`config.mk`:
```
export PLATFORM = sky130hd
export DESIGN_NAME = ula_scheduler
export DESIGN_NICKNAME = d
export VERILOG_FILES = /design/src/rtl/ula_scheduler.sv
export SDC_FILE = /design/constraint.sdc
export NUM_CORES = 1
export LEC_CHECK = 0
export ABC_CLOCK_PERIOD_IN_PS = 3200
export BUFFER_PORTS_ARGS = -buffer_cell sky130_fd_sc_hd__buf_4
export CORE_MARGIN = 8
export CORE_UTILIZATION = 43
export CTS_BUF_LIST = sky130_fd_sc_hd__clkbuf_2 sky130_fd_sc_hd__clkbuf_4 sky130_fd_sc_hd__clkbuf_8
export DETAILED_ROUTE_END_ITERATION = 8
export PLACE_DENSITY = 0.74
export SLEW_MARGIN = 30
export SYNTH_ARGS = -nofsm -noshare
export SYNTH_HDL_FRONTEND = slang
export SYNTH_SLANG_ARGS = --single-unit
```
`constraint.sdc`:
```
create_clock -name clk -period 3.2 [get_ports clk]
set_input_delay 0.64 -clock clk [delete_from_list [all_inputs] [get_ports clk]]
set_output_delay 0.64 -clock clk [all_outputs]
set_load 0.01 [all_outputs]
```
`src/rtl/ula_scheduler.sv`:
```
// Round-robin scheduler that shares one ula between NREQ requesters.
// It latches the winner's operands onto the ula inputs and waits ULA_LAT cycles for
// the registered result. It then returns that result with a one-cycle done pulse.
module ula_scheduler #(
  parameter int unsigned NREQ    = 4,
  parameter int unsigned ULA_LAT = 1
) (
  input  logic              clk,
  input  logic              rst,
  input  logic [NREQ-1:0]   req,
  input  logic [4*NREQ-1:0] sel_in,
  input  logic [2*NREQ-1:0] a_in,
  input  logic [NREQ-1:0]   b_in,
  output logic [NREQ-1:0]   grant,
  output logic [NREQ-1:0]   done,
  output logic [2:0]        resultado,
  output logic              busy,
  output logic [15:0]       op_count,
  output logic [3:0]        ula_sel,
  output logic [1:0]        ula_a,
  output logic              ula_b,
  input  logic [2:0]        ula_saida
);

  localparam int unsigned PtrW = (NREQ > 1) ? $clog2(NREQ) : 1;
  localparam int unsigned CntW = $clog2(ULA_LAT + 1);

  typedef enum logic [1:0] {StIdle, StExec, StCapt, StResp} state_e;

  state_e            state_q, state_d;
  logic [PtrW-1:0]   ptr_q, ptr_d;
  logic [PtrW-1:0]   win_q, win_d;
  logic [CntW-1:0]   wait_q, wait_d;
  logic [NREQ-1:0]   grant_q, grant_d;
  logic [NREQ-1:0]   done_q, done_d;
  logic [2:0]        res_q, res_d;
  logic              busy_q, busy_d;
  logic [15:0]       cnt_q, cnt_d;
  logic [3:0]        sel_q, sel_d;
  logic [1:0]        a_q, a_d;
  logic              b_q, b_d;

  logic              pick_valid;
  logic [PtrW-1:0]   pick_idx;
  logic [PtrW:0]     cand;

  // Circular search: first requester at or after the priority pointer.
  always_comb begin
    pick_valid = 1'b0;
    pick_idx   = '0;
    cand       = '0;
    for (int unsigned i = 0; i < NREQ; i++) begin
      cand = {1'b0, ptr_q} + (PtrW+1)'(i);
      if (cand >= (PtrW+1)'(NREQ)) cand = cand - (PtrW+1)'(NREQ);
      if (!pick_valid && req[cand[PtrW-1:0]]) begin
        pick_valid = 1'b1;
        pick_idx   = cand[PtrW-1:0];
      end
    end
  end

  // Next-state logic for the FSM and every registered output.
  always_comb begin
    state_d = state_q;
    ptr_d   = ptr_q;
    win_d   = win_q;
    wait_d  = wait_q;
    grant_d = grant_q;
    done_d  = done_q;
    res_d   = res_q;
    busy_d  = busy_q;
    cnt_d   = cnt_q;
    sel_d   = sel_q;
    a_d     = a_q;
    b_d     = b_q;
    unique case (state_q)
      StIdle: begin
        if (pick_valid) begin
          win_d           = pick_idx;
          sel_d           = sel_in[{pick_idx, 2'b00} +: 4];
          a_d             = a_in[{pick_idx, 1'b0} +: 2];
          b_d             = b_in[pick_idx];
          grant_d         = '0;
          grant_d[pick_idx] = 1'b1;
          busy_d          = 1'b1;
          wait_d          = '0;
          state_d         = StExec;
        end
      end
      StExec: begin
        wait_d = wait_q + 1'b1;
        if (wait_q == CntW'(ULA_LAT - 1)) state_d = StCapt;
      end
      StCapt: begin
        // ula has no reset, so its output is only trusted here.
        res_d         = ula_saida;
        done_d        = '0;
        done_d[win_q] = 1'b1;
        cnt_d         = cnt_q + 16'd1;
        state_d       = StResp;
      end
      StResp: begin
        done_d  = '0;
        grant_d = '0;
        busy_d  = 1'b0;
        ptr_d   = (win_q == PtrW'(NREQ - 1)) ? '0 : win_q + 1'b1;
        state_d = StIdle;
      end
      default: state_d = StIdle;
    endcase
  end

  // State register with synchronous reset; a reset aborts any operation in flight.
  always_ff @(posedge clk) begin
    if (rst) begin
      state_q <= StIdle;
      ptr_q   <= '0;
      win_q   <= '0;
      wait_q  <= '0;
      grant_q <= '0;
      done_q  <= '0;
      res_q   <= '0;
      busy_q  <= 1'b0;
      cnt_q   <= '0;
      sel_q   <= '0;
      a_q     <= '0;
      b_q     <= 1'b0;
    end else begin
      state_q <= state_d;
      ptr_q   <= ptr_d;
      win_q   <= win_d;
      wait_q  <= wait_d;
      grant_q <= grant_d;
      done_q  <= done_d;
      res_q   <= res_d;
      busy_q  <= busy_d;
      cnt_q   <= cnt_d;
      sel_q   <= sel_d;
      a_q     <= a_d;
      b_q     <= b_d;
    end
  end

  assign grant     = grant_q;
  assign done      = done_q;
  assign resultado = res_q;
  assign busy      = busy_q;
  assign op_count  = cnt_q;
  assign ula_sel   = sel_q;
  assign ula_a     = a_q;
  assign ula_b     = b_q;

endmodule

```
# Word level (Yosys, flattened, before mapping)
# Index checks and enable logic that the tools add are counted.
[op_classes] addsub=10 magnitude_cmp=12 eq_ne=6 n_shift=2 n_mux=37 reduce_logical=16
[ops] op="2-bit 2-to-1 mux" n=11
[ops] op="2-bit by 3-bit < comparator with 1-bit output (second input constant)" n=6
[ops] op="16-bit by 1-bit adder with 16-bit output (second input constant)" n=1
[ops] op="4-bit one-hot mux with 2 select lines" n=2
[ops] op="16-bit by 5-bit variable part select with 4-bit output" n=1
[ops] op="1-bit 2-to-1 mux" n=13
[ops] op="1-bit binary-select mux with 2-bit select" n=5
[ops] op="3-bit greater-or-equal comparator (second input constant)" n=3
[ops] op="2-bit one-hot mux with 4 select lines" n=1
[ops] op="2-bit AND reduction" n=4
[ops] op="8-bit by 4-bit variable part select with 2-bit output" n=1
[ops] op="2-bit by 1-bit subtractor with 2-bit output (second input constant)" n=4
[ops] op="2-bit by 2-bit adder with 3-bit output (second input constant)" n=2
[ops] op="2-bit equality test (second input constant)" n=3
[ops] op="2-bit nonzero test" n=3
[ops] op="1-bit logical AND" n=5
[ops] op="1-bit demux with 2-bit select" n=2
[ops] op="2-bit by 1-bit greater-or-equal comparator with 1-bit output (second input constant)" n=2
[ops] op="4-bit 2-to-1 mux" n=1
[ops] op="2-bit != test (second input constant)" n=2
[ops] op="1-bit one-hot mux with 2 select lines" n=2
[ops] op="2-bit by 1-bit adder with 3-bit output (second input constant)" n=1
[ops] op="2-bit by 3-bit greater-or-equal comparator with 1-bit output (second input constant)" n=1
[ops] op="1-bit zero test" n=3
[ops] op="other kinds (4)" n=4
[word_totals] regBits=42 inputBits=37 out_inout_bits=35 word_cells=95

# Logic depth before layout (Yosys ltp)
# Gate-level depths: netlist of the first run.
[logic_depth] depth_word=20 ltp_mapped=7 mapped_depth_nobuf=7

# Worst setup path after synthesis of the first run
# No wires, ideal clock.
[synth_timing] path_kind="input port to flip-flop" from="input port req[0]" to="register grant_q[0], in the netlist grant[0]" setup_ps=71 t_arrival_ps=1695 required_time_ps=3129 setup_slack_ps=1435 stages=5 n_path_buf=0 path_cell_list="a21oi_2 o21a_1 o22a_1 or4_1 a21oi_1"
[synth_via] elab_chain_cells=18 elab_cells_between_ends=31 classes_between="order compare: 2; eq/ne: 1; mux: 20; reduce/logical: 8"
[synth_lines] element="start, declared" line_no="10" text="input logic [NREQ-1:0] req,"
[synth_lines] element="1-bit binary-select mux with 2-bit select" line_no="55" text="if (!pick_valid && req[cand[PtrW-1:0]]) begin"
[synth_lines] element="1-bit 2-to-1 mux (implied by the code)" line_no="55"
[synth_lines] element="1-bit 2-to-1 mux" line_no="55"
[synth_lines] element="1-bit zero test" line_no="55"
[synth_lines] element="1-bit logical AND" line_no="55"
[synth_lines] element="1-bit 2-to-1 mux" line_no="55"
[synth_lines] element="1-bit zero test" line_no="55"
[synth_lines] element="1-bit logical AND" line_no="55"
[synth_lines] element="[... 2 more ...]"
[synth_lines] element="1-bit logical AND" line_no="55"
[synth_lines] element="2-bit 2-to-1 mux" line_no="55"
[synth_lines] element="2-bit by 3-bit < comparator with 1-bit output (implied by the code) or 2-bit by 1-bit greater-or-equal comparator with 1-bit output (tied branches)" line_no="84" text="grant_d[pick_idx] = 1'b1;"
[synth_lines] element="1-bit logical AND (implied by the code)" line_no="84"
[synth_lines] element="1-bit 2-to-1 mux (implied by the code)" line_no="84"
[synth_lines] element="1-bit demux with 2-bit select" line_no="84"
[synth_lines] element="4-bit 2-to-1 mux" line_no="78" text="if (pick_valid) begin"
[synth_lines] element="4-bit one-hot mux with 2 select lines" line_no="76" text="unique case (state_q)"
[synth_lines] element="end signal, assigned" line_no="133" text="grant_q <= grant_d;"
[synth_lines] element="end, declared" line_no="34" text="logic [NREQ-1:0] grant_q, grant_d;"
# Parallel ways exist; a longest one is shown, timed or not. The select of a mux whose other input is x is not followed.
# A chain may end at the register's enable or synchronous reset.

# Worst setup path after layout of the first run
[layout_timing] from="input port req[0]" to="register sel_q[1], in the netlist ula_sel[1]"
[layout_via] elab_chain_cells=13 elab_cells_between_ends=24 classes_between="shift: 1; mux: 16; reduce/logical: 7"
[layout_lines] element="1-bit binary-select mux with 2-bit select" line_no="55"
[layout_lines] element="1-bit 2-to-1 mux (implied by the code)" line_no="55"
[layout_lines] element="1-bit 2-to-1 mux" line_no="55"
[layout_lines] element="1-bit zero test" line_no="55"
[layout_lines] element="1-bit logical AND" line_no="55"
[layout_lines] element="1-bit 2-to-1 mux" line_no="55"
[layout_lines] element="1-bit zero test" line_no="55"
[layout_lines] element="1-bit logical AND" line_no="55"
[layout_lines] element="1-bit 2-to-1 mux" line_no="55"
[layout_lines] element="1-bit zero test" line_no="55"
[layout_lines] element="1-bit logical AND" line_no="55"
[layout_lines] element="2-bit 2-to-1 mux or 1-bit 2-to-1 mux (tied branches)" line_no="55"
[layout_lines] element="16-bit by 5-bit variable part select with 4-bit output or 2-bit AND reduction (tied branches)"
[layout_lines] element="end signal, assigned" line_no="138" text="sel_q <= sel_d;"
[layout_lines] element="end, declared" line_no="39" text="logic [3:0] sel_q, sel_d;"
# Parallel ways exist; a longest one is shown, timed or not. The select of a mux whose other input is x is not followed.

==> flow_metrics.py, run 1 <==
metrics = {
    "setup_path": {
        "worstPathMaxFanout": 9,
        "crit_arrival_ns": 2.27,
        "startpoint": "req[0]",
        "worst_path_largest_cell_delay_ns": 0.54,
        "worstPathRequired_ns": 3.37,
        "crit_end": "ula_sel[1]",
        "cp.depth": 7,
        "reg2reg_slack_ns": 1.32,
        "crit_top_cell": "buf_4",
        "reg2regPathDepth": 7,
        "end_kind": "flip-flop",
        "worst-path-buf-inv": 2,
        "worstSetupPathType": "input port to flip-flop",
        "r2r-start": "state_q[0]",
        "path_cells": "buf_4, nor4_1, nand2b_1, buf_4, nor2_1, nand2_1, o221ai_1",
        "worstReg2RegEnd": "op_count[15]",
        "worst_path_max_delay_cell": "nor4_1",
        "cp-start-kind": "input port",
        "critPathTopFamily": "simple AND/OR/NAND/NOR gates",
    },
    "power_and_ir_drop": {
        "p_per_area_nw_per_um2": 600,
        "totalPowerFinal_mw": 1.60,
        "leakage_nw": 1.13,
        "vdd_ir_drop_max_uv": 383,
    },
    "synth": {
        "synth_cells": 217,
        "synth_area_um2": 2020,
        "yosysWarnings": 0,
        "syn-num-nets": 264,
        "synth_seq_cells": 42,
        "seq_area_frac_synth": 0.417,
        "yosysUniqueCellTypes": 35,
        "syn_area_per_cell_um2": 9.29,
    },
    "route": {
        "antenna_left": 0,
        "routed-via-count": 1735,
        "drt_first_pass_iters": 4,
        "vias_per_cell": 5.07,
        "drc": 0,
        "wire_per_inst_um": 13.4,
        "drtIter0Drc": 71,
        "drt_wl_total_um": 4590,
    },
    "clock_network": {
        "postCtsHoldBufs": 0,
        "clk_pin_slew_ns": 0.08,
        "numCtsBuffers": 5,
        "cts_sinks": 42,
        "cts_root_buf": "clkbuf_8",
        "clockBufferDepth": 2,
        "postCtsSetupBuffers": 0,
        "cts_tree": "built",
        "insertion_delay_ns": 0.30,
        "htreeDepth": 2,
        "postCtsResizedCells": 0,
    },
    "grt": {
        "gr-total-overflow": 0,
        "grt_pass1_wl_um": 7620,
        "grtUsageTotal": 0.128,
        "grt_pass1_vias": 1722,
        "grt_max_degree": 44,
        "antenna_found_initial": 0,
    },
    "place": {
        "dp_hpwl_um": 3510,
        "dpl_cell_area_um2": 2580,
        "gp_congestion": 0.724,
        "dp_cells": 334,
        "port_buffers": 71,
    },
    "finish": {
        "final_cell_mix": "73 x buf_4, 42 x dfxtp_1, 31 x nor2_1",
        "final_cell_area_um2": 2670,
        "final_common_cell": "buf_4",
        "finalNetCount": 334,
        "syn_to_final_growth_pct": 32.3,
        "fin_cells": 342,
        "drive_above_1_share": 0.288,
        "antenna-diode-count": 0,
        "fill_cells": 408,
    },
    "die": {
        "die_w_um": 84.5,
        "die_h_um": 84.5,
        "initial_core_util": 0.435,
        "core_area_um2": 4630,
        "die_area_um2": 7130,
        "rows": 25,
        "num_io_pins": 72,
    },
    "sta": {
        "skew_ns": 0.0105,
        "holdWs_ns": 0.464,
        "fin_crit_sh": 0.657,
        "fmax_ghz": 0.476,
        "finalHoldViolations": 0,
        "fin_crit_ns": 2.10,
        "rsz0062_at_grt": "false",
        "fin_setup_tns_ns": 0,
        "drv_slew": 0,
        "setup_viol": 0,
        "worst_pin_slew_ns": 0.581,
        "maxSlewHeadroom": 0.609,
    },
    "run": {
        "drv_cap": 0,
    },
    "status": {
        "status": "finished clean",
    },
    "hold_path": {
        "min_path_type": "flip-flop to flip-flop",
    },
}
==> synthesized netlist by cell type <==
cell	count	share of area
a22oi_1	1	0.0037
nor3_1	8	0.020
o22a_1	1	0.0043
mux2i_1	26	0.13
o21a_1	1	0.0037
o22ai_1	2	0.0062
buf_6	1	0.0056
nand4_1	3	0.0093
nor2_1	31	0.058
inv_1	7	0.013
nand3_1	5	0.012
buf_2	1	0.0025
or3_1	2	0.0062
and4_1	1	0.0043
o21ai_0	3	0.0074
nor2b_1	1	0.0031
nor2_4	1	0.0056
xnor2_1	6	0.026
nand2_1	11	0.020
buf_1	1	0.0019
a21oi_2	1	0.0043
and3_1	2	0.0062
ha_1	10	0.062
buf_4	2	0.0074
o221ai_1	7	0.030
nor4_1	2	0.0062
xor2_1	7	0.030
nand2b_1	3	0.0093
a32oi_1	2	0.0087
clkbuf_1	5	0.0093
a21oi_1	10	0.025
or4_1	1	0.0037
a211oi_1	1	0.0037
dfxtp_1	42	0.42
nand3b_1	9	0.034
==> registers in the layout, summed over array words and instances, names as in the netlist <==
signal / cells
done: 4
wait_q: 1
ptr_q: 2
resultado: 3
state_q: 2
busy: 1
win_q: 2
op_count: 16
ula_b: 1
ula_a: 2
ula_sel: 4
grant: 4
==> worst min-delay path by stage <==
stage,startpoint,end,cells past startpoint
finish,grant[2],grant[2],2
global route,grant[2],grant[2],2
CTS,grant[2],grant[2],2
detailed placement,grant[2],grant[2],2
global placement,grant[2],grant[2],2
floorplan,wait_q,wait_q,2
==> power by group <==
part / switching, mW / total [mW] / internal, mW
combinational: 0.291 / 0.567 / 0.276
clock: 0.187 / 0.341 / 0.153
sequential: 0.0730 / 0.692 / 0.619
==> layer usage <==
metal	wire length, um	vias up	GRT usage
met5	0	-	0
met4	53	0	0.0388
met3	317	6	0.0468
met2	2190	46	0.217
met1	2040	778	0.146
li1	-	905	-
==> final cells by class <==
cell class                      instances  area, um^2  share of cell area
Clock buffer                            5        68.8              0.0258
Clock inverter                          3        21.3             0.00797
Inverter                                7        26.3             0.00985
Multi-Input combinational cell        158        1090               0.410
Sequential cell                        42         841               0.315
Tap cell                               54        67.6              0.0253
Timing Repair Buffer                   73         548               0.205
==> metrics by stage <==
stage | worst slack (ns) | utilization
after floorplan | 1.43 | -
after global placement | 0.954 | 0.557
after detailed placement | 0.829 | 0.557
after CTS | 1.13 | 0.576
after global routing | 0.928 | 0.576
final | 1.10 | 0.576
==> worst min-delay path, delay by kind of cell (launching register included) <==
family	cells	cell delay (ns)
DFF	1	0.32
AOI/OAI and AO/OA	1	0.05
and+or+nand+nor	1	0.05
==> cell families after synthesis <==
| kind of cell | share of synthesized area |
|---|---|
| and+or+nand+nor | 0.198 |
| DFF | 0.417 |
| AOI/OAI and AO/OA | 0.0975 |
| muxes | 0.129 |
| buffers and inverters | 0.0397 |
| xor gates and xnor gates | 0.0565 |
| adders and majority gates | 0.0621 |
No activity file was read; power rests on OpenSTA's default activity.
==> run 2, diff against run 1 <==
--- a/config.mk
+++ b/config.mk
@@ -5,13 +5,13 @@
 export SDC_FILE = /design/constraint.sdc
 export NUM_CORES = 1
 export LEC_CHECK = 0
-export ABC_CLOCK_PERIOD_IN_PS = 3200
+export ABC_CLOCK_PERIOD_IN_PS = 1900
 export BUFFER_PORTS_ARGS = -buffer_cell sky130_fd_sc_hd__buf_4
 export CORE_MARGIN = 8
 export CORE_UTILIZATION = 43
 export CTS_BUF_LIST = sky130_fd_sc_hd__clkbuf_2 sky130_fd_sc_hd__clkbuf_4 sky130_fd_sc_hd__clkbuf_8
 export DETAILED_ROUTE_END_ITERATION = 8
-export PLACE_DENSITY = 0.74
+export PLACE_DENSITY = 0.76
 export SLEW_MARGIN = 30
 export SYNTH_ARGS = -nofsm -noshare
 export SYNTH_HDL_FRONTEND = slang
==> constraint.sdc (replaced) <==
create_clock -name clk -period 1.9 [get_ports clk]
set_input_delay 0.38 -clock clk [delete_from_list [all_inputs] [get_ports clk]]
set_output_delay 0.38 -clock clk [all_outputs]
set_load 0.01 [all_outputs]
==> flow_metrics.py, run 2 (same netlist as run 1, synthesis figures left out) <==
metrics = {
    "status": {
        "status": "finished clean",
    },
    "die": {
        "initial_core_util": 0.435,
        "die_h_um": 84.5,
        "core_area_um2": 4630,
        "die_area_um2": 7130,
        "num_io_pins": 72,
        "rows": 25,
        "die_w_um": 84.5,
    },
    "sta": {
        "fmax_ghz": 0.579,
        "holdWs_ns": 0.332,
        "fin_setup_tns_ns": 0,
        "finalHoldViolations": 0,
        "skew_ns": 0.00910,
        "fin_crit_ns": 1.73,
        "drv_slew": 0,
        "worst_pin_slew_ns": 0.548,
        "maxSlewHeadroom": 0.631,
        "setup_viol": 0,
        "fin_crit_sh": 0.909,
    },
    "place": {
        "port_buffers": 71,
        "dp_cells": 338,
        "gp_congestion": 0.760,
        "dp_hpwl_um": 3700,
    },
    "grt": {
        "grt_pass1_wl_um": 7850,
        "antenna_found_initial": 0,
        "gr-total-overflow": 0,
        "grtUsageTotal": 0.132,
        "grt_pass1_vias": 1694,
        "grt_max_degree": 23,
    },
    "power_and_ir_drop": {
        "power_frac_comb": 0.355,
        "switching_share": 0.320,
        "totalPowerFinal_mw": 2.90,
        "leakage_nw": 1.17,
        "vdd_ir_drop_max_uv": 635,
        "power_frac_clock": 0.246,
        "power_frac_seq": 0.399,
        "p_int_mw": 1.97,
        "p_per_area_nw_per_um2": 1060,
        "p_switching_mw": 0.930,
    },
    "finish": {
        "finalNetCount": 339,
        "syn_to_final_growth_pct": 36.3,
        "antenna-diode-count": 0,
        "fin_cells": 346,
        "final_cell_mix": "77 x buf_4, 42 x dfxtp_1, 31 x nor2_1",
        "fill_cells": 409,
        "multi_input_area_um2": 1100,
        "final_common_cell": "buf_4",
        "drive_above_1_share": 0.301,
        "seq_area_um2": 841,
        "largest_reg_flops": 16,
    },
    "clock_network": {
        "clk_pin_slew_ns": 0.08,
        "insertion_delay_ns": 0.29,
        "clockBufferDepth": 2,
        "htreeDepth": 2,
        "cts_sinks": 42,
        "postCtsHoldBufs": 0,
        "cts_tree": "built",
        "cts_root_buf": "clkbuf_8",
        "numCtsBuffers": 5,
    },
    "setup_path": {
        "end_kind": "flip-flop",
        "crit_arrival_ns": 1.91,
        "worst_path_max_delay_cell": "dfxtp_1",
        "worstSetupPathType": "flip-flop to flip-flop",
        "worst-path-buf-inv": 1,
        "critPathTopFamily": "simple AND/OR/NAND/NOR gates",
        "worstPathRequired_ns": 2.08,
        "worst_path_largest_cell_delay_ns": 0.34,
        "worstPathMaxFanout": 8,
        "path_cells": "inv_1, ha_1, and3_1, nand4_1, nor4_2, xnor2_1, nor2_1",
        "cp-start-kind": "flip-flop",
    },
    "route": {
        "drt_first_pass_iters": 4,
        "routed-via-count": 1818,
        "vias_per_cell": 5.25,
        "wire_per_inst_um": 14.0,
        "drc": 0,
        "drtIter0Drc": 47,
        "antenna_left": 0,
        "drt_wl_total_um": 4840,
    },
    "run": {
        "drv_cap": 0,
    },
    "hold_path": {
        "min_path_type": "input port to flip-flop",
    },
}
[run 2: worst register-to-register path, cell delays in order (launching register included)]
cell,delay [ns]
dfxtp_1,0.34
inv_1,0.10
ha_1,0.17
and3_1,0.20
nand4_1,0.28
nor4_2,0.33
xnor2_1,0.15
nor2_1,0.05
[run 2: layout make-up]
type                    instances  share of cell area
well taps                      54              0.0246
repair buffers                 78               0.218
clock buffers                   6              0.0301
multi-input cells             158               0.401
flip-flops and latches         42               0.306
inverters                       7             0.00957
clock inverters                 1              0.0109
[run 2: repair_timing]
item / 4_1_cts / 5_1_grt
setup buffers: 0 / 1
endpoints found under the hold margin: 0 / 0
resized for setup: 0 / 1
endpoints found under the setup margin: 0 / 8
[run 2: final timing paths]
path                              startpoint           end  slack [ns]  cells past startpoint
worst min-delay path            ula_saida[0]  resultado[0]        0.33                      3
worst min register to register      grant[0]      grant[0]        0.49                      2
worst max register to register    state_q[0]  op_count[15]        0.17                      7
worst max-delay path              state_q[0]  op_count[15]        0.17                      7
[run 2: per-layer routing]
metal | up-vias | track usage | part of all wire
met5 | - | 0 | 0
met4 | 0 | 0.0388 | 0.0099
met3 | 6 | 0.0439 | 0.055
met2 | 45 | 0.231 | 0.49
met1 | 857 | 0.147 | 0.44
li1 | 910 | - | -
[run 2: stage by stage]
step | util | cell area, um^2 | worst slack [ns]
6_report | 0.593 | 2750 | 0.173
5_1_grt | 0.593 | 2750 | -0.0219
3_3_place_gp | 0.563 | 2610 | 0.0750
2_1_floorplan | - | 2020 | 0.227
3_5_place_dp | 0.563 | 2610 | 0.0126
4_1_cts | 0.588 | 2720 | 0.00209
[run 2: power groups by stage]
stage | sequential [mW] | clock (mW) | combinational (mW)
finish | 1.16 | 0.714 | 1.03
global route | 1.18 | 0.765 | 1.14
CTS | 1.16 | 0.729 | 1.02
detailed placement | 1.18 | 0 | 1.02
global placement | 1.17 | 0 | 1.00
floorplan | 1.21 | 0 | 0.555
==> run 3, diff against run 2 <==
--- a/config.mk
+++ b/config.mk
@@ -8,10 +8,10 @@
 export ABC_CLOCK_PERIOD_IN_PS = 1900
 export BUFFER_PORTS_ARGS = -buffer_cell sky130_fd_sc_hd__buf_4
 export CORE_MARGIN = 8
-export CORE_UTILIZATION = 43
+export CORE_UTILIZATION = 46
 export CTS_BUF_LIST = sky130_fd_sc_hd__clkbuf_2 sky130_fd_sc_hd__clkbuf_4 sky130_fd_sc_hd__clkbuf_8
 export DETAILED_ROUTE_END_ITERATION = 8
-export PLACE_DENSITY = 0.76
+export PLACE_DENSITY = 0.81
 export SLEW_MARGIN = 30
 export SYNTH_ARGS = -nofsm -noshare
 export SYNTH_HDL_FRONTEND = slang
==> flow_metrics.py, run 3 (same netlist as run 1, synthesis figures left out) <==
metrics = {
    "status": {
        "status": "finished clean",
    },
    "finish": {
        "antenna-diode-count": 0,
        "final_cell_mix": "79 x buf_4, 42 x dfxtp_1, 31 x nor2_1",
        "fill_cells": 387,
        "finalNetCount": 341,
        "multi_input_area_um2": 1100,
        "largest_reg_flops": 16,
        "drive_above_1_share": 0.312,
        "final_common_cell": "buf_4",
        "syn_to_final_growth_pct": 38.5,
        "seq_area_um2": 841,
    },
    "grt": {
        "grt_pass1_vias": 1892,
        "grt_max_degree": 29,
        "grtUsageTotal": 0.154,
        "antenna_found_initial": 0,
        "gr-total-overflow": 0,
        "grt_pass1_wl_um": 8310,
    },
    "sta": {
        "rsz0062_at_grt": "false",
        "maxSlewHeadroom": 0.648,
        "fmax_ghz": 0.566,
        "fin_crit_ns": 1.77,
        "setup_viol": 0,
        "final_critical_path_setup_slack_ns": 0.135,
        "holdWs_ns": 0.322,
        "worst_pin_slew_ns": 0.523,
        "fin_setup_tns_ns": 0,
        "drv_slew": 0,
        "skew_ns": 0.00783,
        "fin_crit_sh": 0.929,
        "finalHoldViolations": 0,
    },
    "setup_path": {
        "end_kind": "flip-flop",
        "crit_arrival_ns": 2.00,
        "worstPathMaxFanout": 13,
        "r2r-start": "ptr_q[1]",
        "worstReg2RegEnd": "grant[0]",
        "reg2reg_slack_ns": 0.13,
        "cp-start-kind": "flip-flop",
        "critPathTopFamily": "simple AND/OR/NAND/NOR gates",
        "worst_path_max_delay_cell": "dfxtp_1",
        "worstPathRequired_ns": 2.14,
        "worst-path-buf-inv": 2,
        "worstSetupPathType": "flip-flop to flip-flop",
        "reg2regPathDepth": 7,
        "worst_path_largest_cell_delay_ns": 0.47,
        "path_cells": "nand2_1, o22ai_2, nor2_4, buf_12, buf_4, or4_1, a21oi_1",
    },
    "clock_network": {
        "cts_root_buf": "clkbuf_8",
        "htreeDepth": 2,
        "clk_pin_slew_ns": 0.08,
        "clockBufferDepth": 2,
        "numCtsBuffers": 5,
        "cts_sinks": 42,
        "insertion_delay_ns": 0.29,
        "cts_tree": "built",
    },
    "die": {
        "die_area_um2": 6760,
        "die_w_um": 82.2,
        "num_io_pins": 72,
        "rows": 24,
        "die_h_um": 82.2,
        "initial_core_util": 0.469,
        "core_area_um2": 4290,
    },
    "route": {
        "wire_per_inst_um": 14.5,
        "routed-via-count": 1817,
        "drtIter0Drc": 32,
        "vias_per_cell": 5.24,
        "drt_first_pass_iters": 6,
        "drc": 0,
        "antenna_left": 0,
        "drt_wl_total_um": 5040,
    },
    "place": {
        "place_ws_ns": 0.102,
        "dp_hpwl_um": 3900,
        "port_buffers": 71,
        "gp_congestion": 0.742,
    },
    "hold_path": {
        "holdPathStages": 3,
        "min_from": "ula_saida[0]",
        "min_to": "resultado[0]",
        "min_path_type": "input port to flip-flop",
    },
    "power_and_ir_drop": {
        "p_per_area_nw_per_um2": 1090,
        "leakage_nw": 1.20,
        "vdd_ir_drop_max_uv": 669,
    },
    "run": {
        "drv_cap": 0,
    },
}
==> run 3: cell count changes in the layout (fill, tap and decap cells not counted) <==
cell	delta
o22ai_2	+1
a21oi_1	-1
nor4_1	+1
o22ai_1	-1
bufinv_16	+1
nor4_2	-1
buf_4	+2
a21oi_2	+1
==> run 3: worst min-delay path, delay by kind of cell <==
kind	cells	cell delay, ns
and+or+nand+nor	1	0.07
muxes	1	0.05
buffers and inverters	1	0.07
==> run 3: power breakdown <==
part	total, mW	internal, mW	switching [mW]
clock	0.873	0.561	0.313
combinational	1.01	0.504	0.509
sequential	1.17	1.04	0.126
total	3.06	2.11	0.948
==> run 3: per-layer routing <==
layer  track usage  up-vias  wire length [um]
met4        0.0421        0                55
met1         0.167      830              2200
met3        0.0823        6               593
li1              -      915                 -
met2         0.255       66              2190
met5             0        -                 0
==> run 3: metrics by stage <==
stage	instances	cell area (um^2)	power (mW)	utilization
floorplan	217	2020	1.77	-
global placement	337	2610	2.16	0.608
detailed placement	337	2610	2.19	0.608
CTS	345	2760	3.07	0.642
global route	347	2790	3.25	0.650
finish	347	2790	3.06	0.650
==> run 3: cell type report <==
cell class | instances | area share
Sequential cell | 42 | 0.301
Clock buffer | 6 | 0.0296
Tap cell | 52 | 0.0233
Clock inverter | 2 | 0.0215
Multi-Input combinational cell | 158 | 0.396
Inverter | 7 | 0.00941
Timing Repair Buffer | 80 | 0.220
==> run 3: worst max-delay path by stage <==
| stage | slack (ns) | from | depth (start not counted) | endpoint |
|---|---|---|---|---|
| 2_1_floorplan | 0.23 | state_q[0] | 7 | op_count[15] |
| 3_3_place_gp | 0.11 | req[0] | 7 | ula_sel[2] |
| 3_5_place_dp | 0.10 | ptr_q[1] | 5 | ula_sel[3] |
| 4_1_cts | 0.09 | ptr_q[1] | 5 | ula_sel[3] |
| 5_1_grt | 0.04 | state_q[0] | 8 | op_count[13] |
| 6_report | 0.13 | ptr_q[1] | 7 | grant[0] |
==> run 3: timing repair <==
action / in CTS / in global routing
hold buffers: 0 / 0
endpoints found under the setup margin: 0 / 7
buffers inserted: 0 / 2
gates resized for setup: 0 / 2
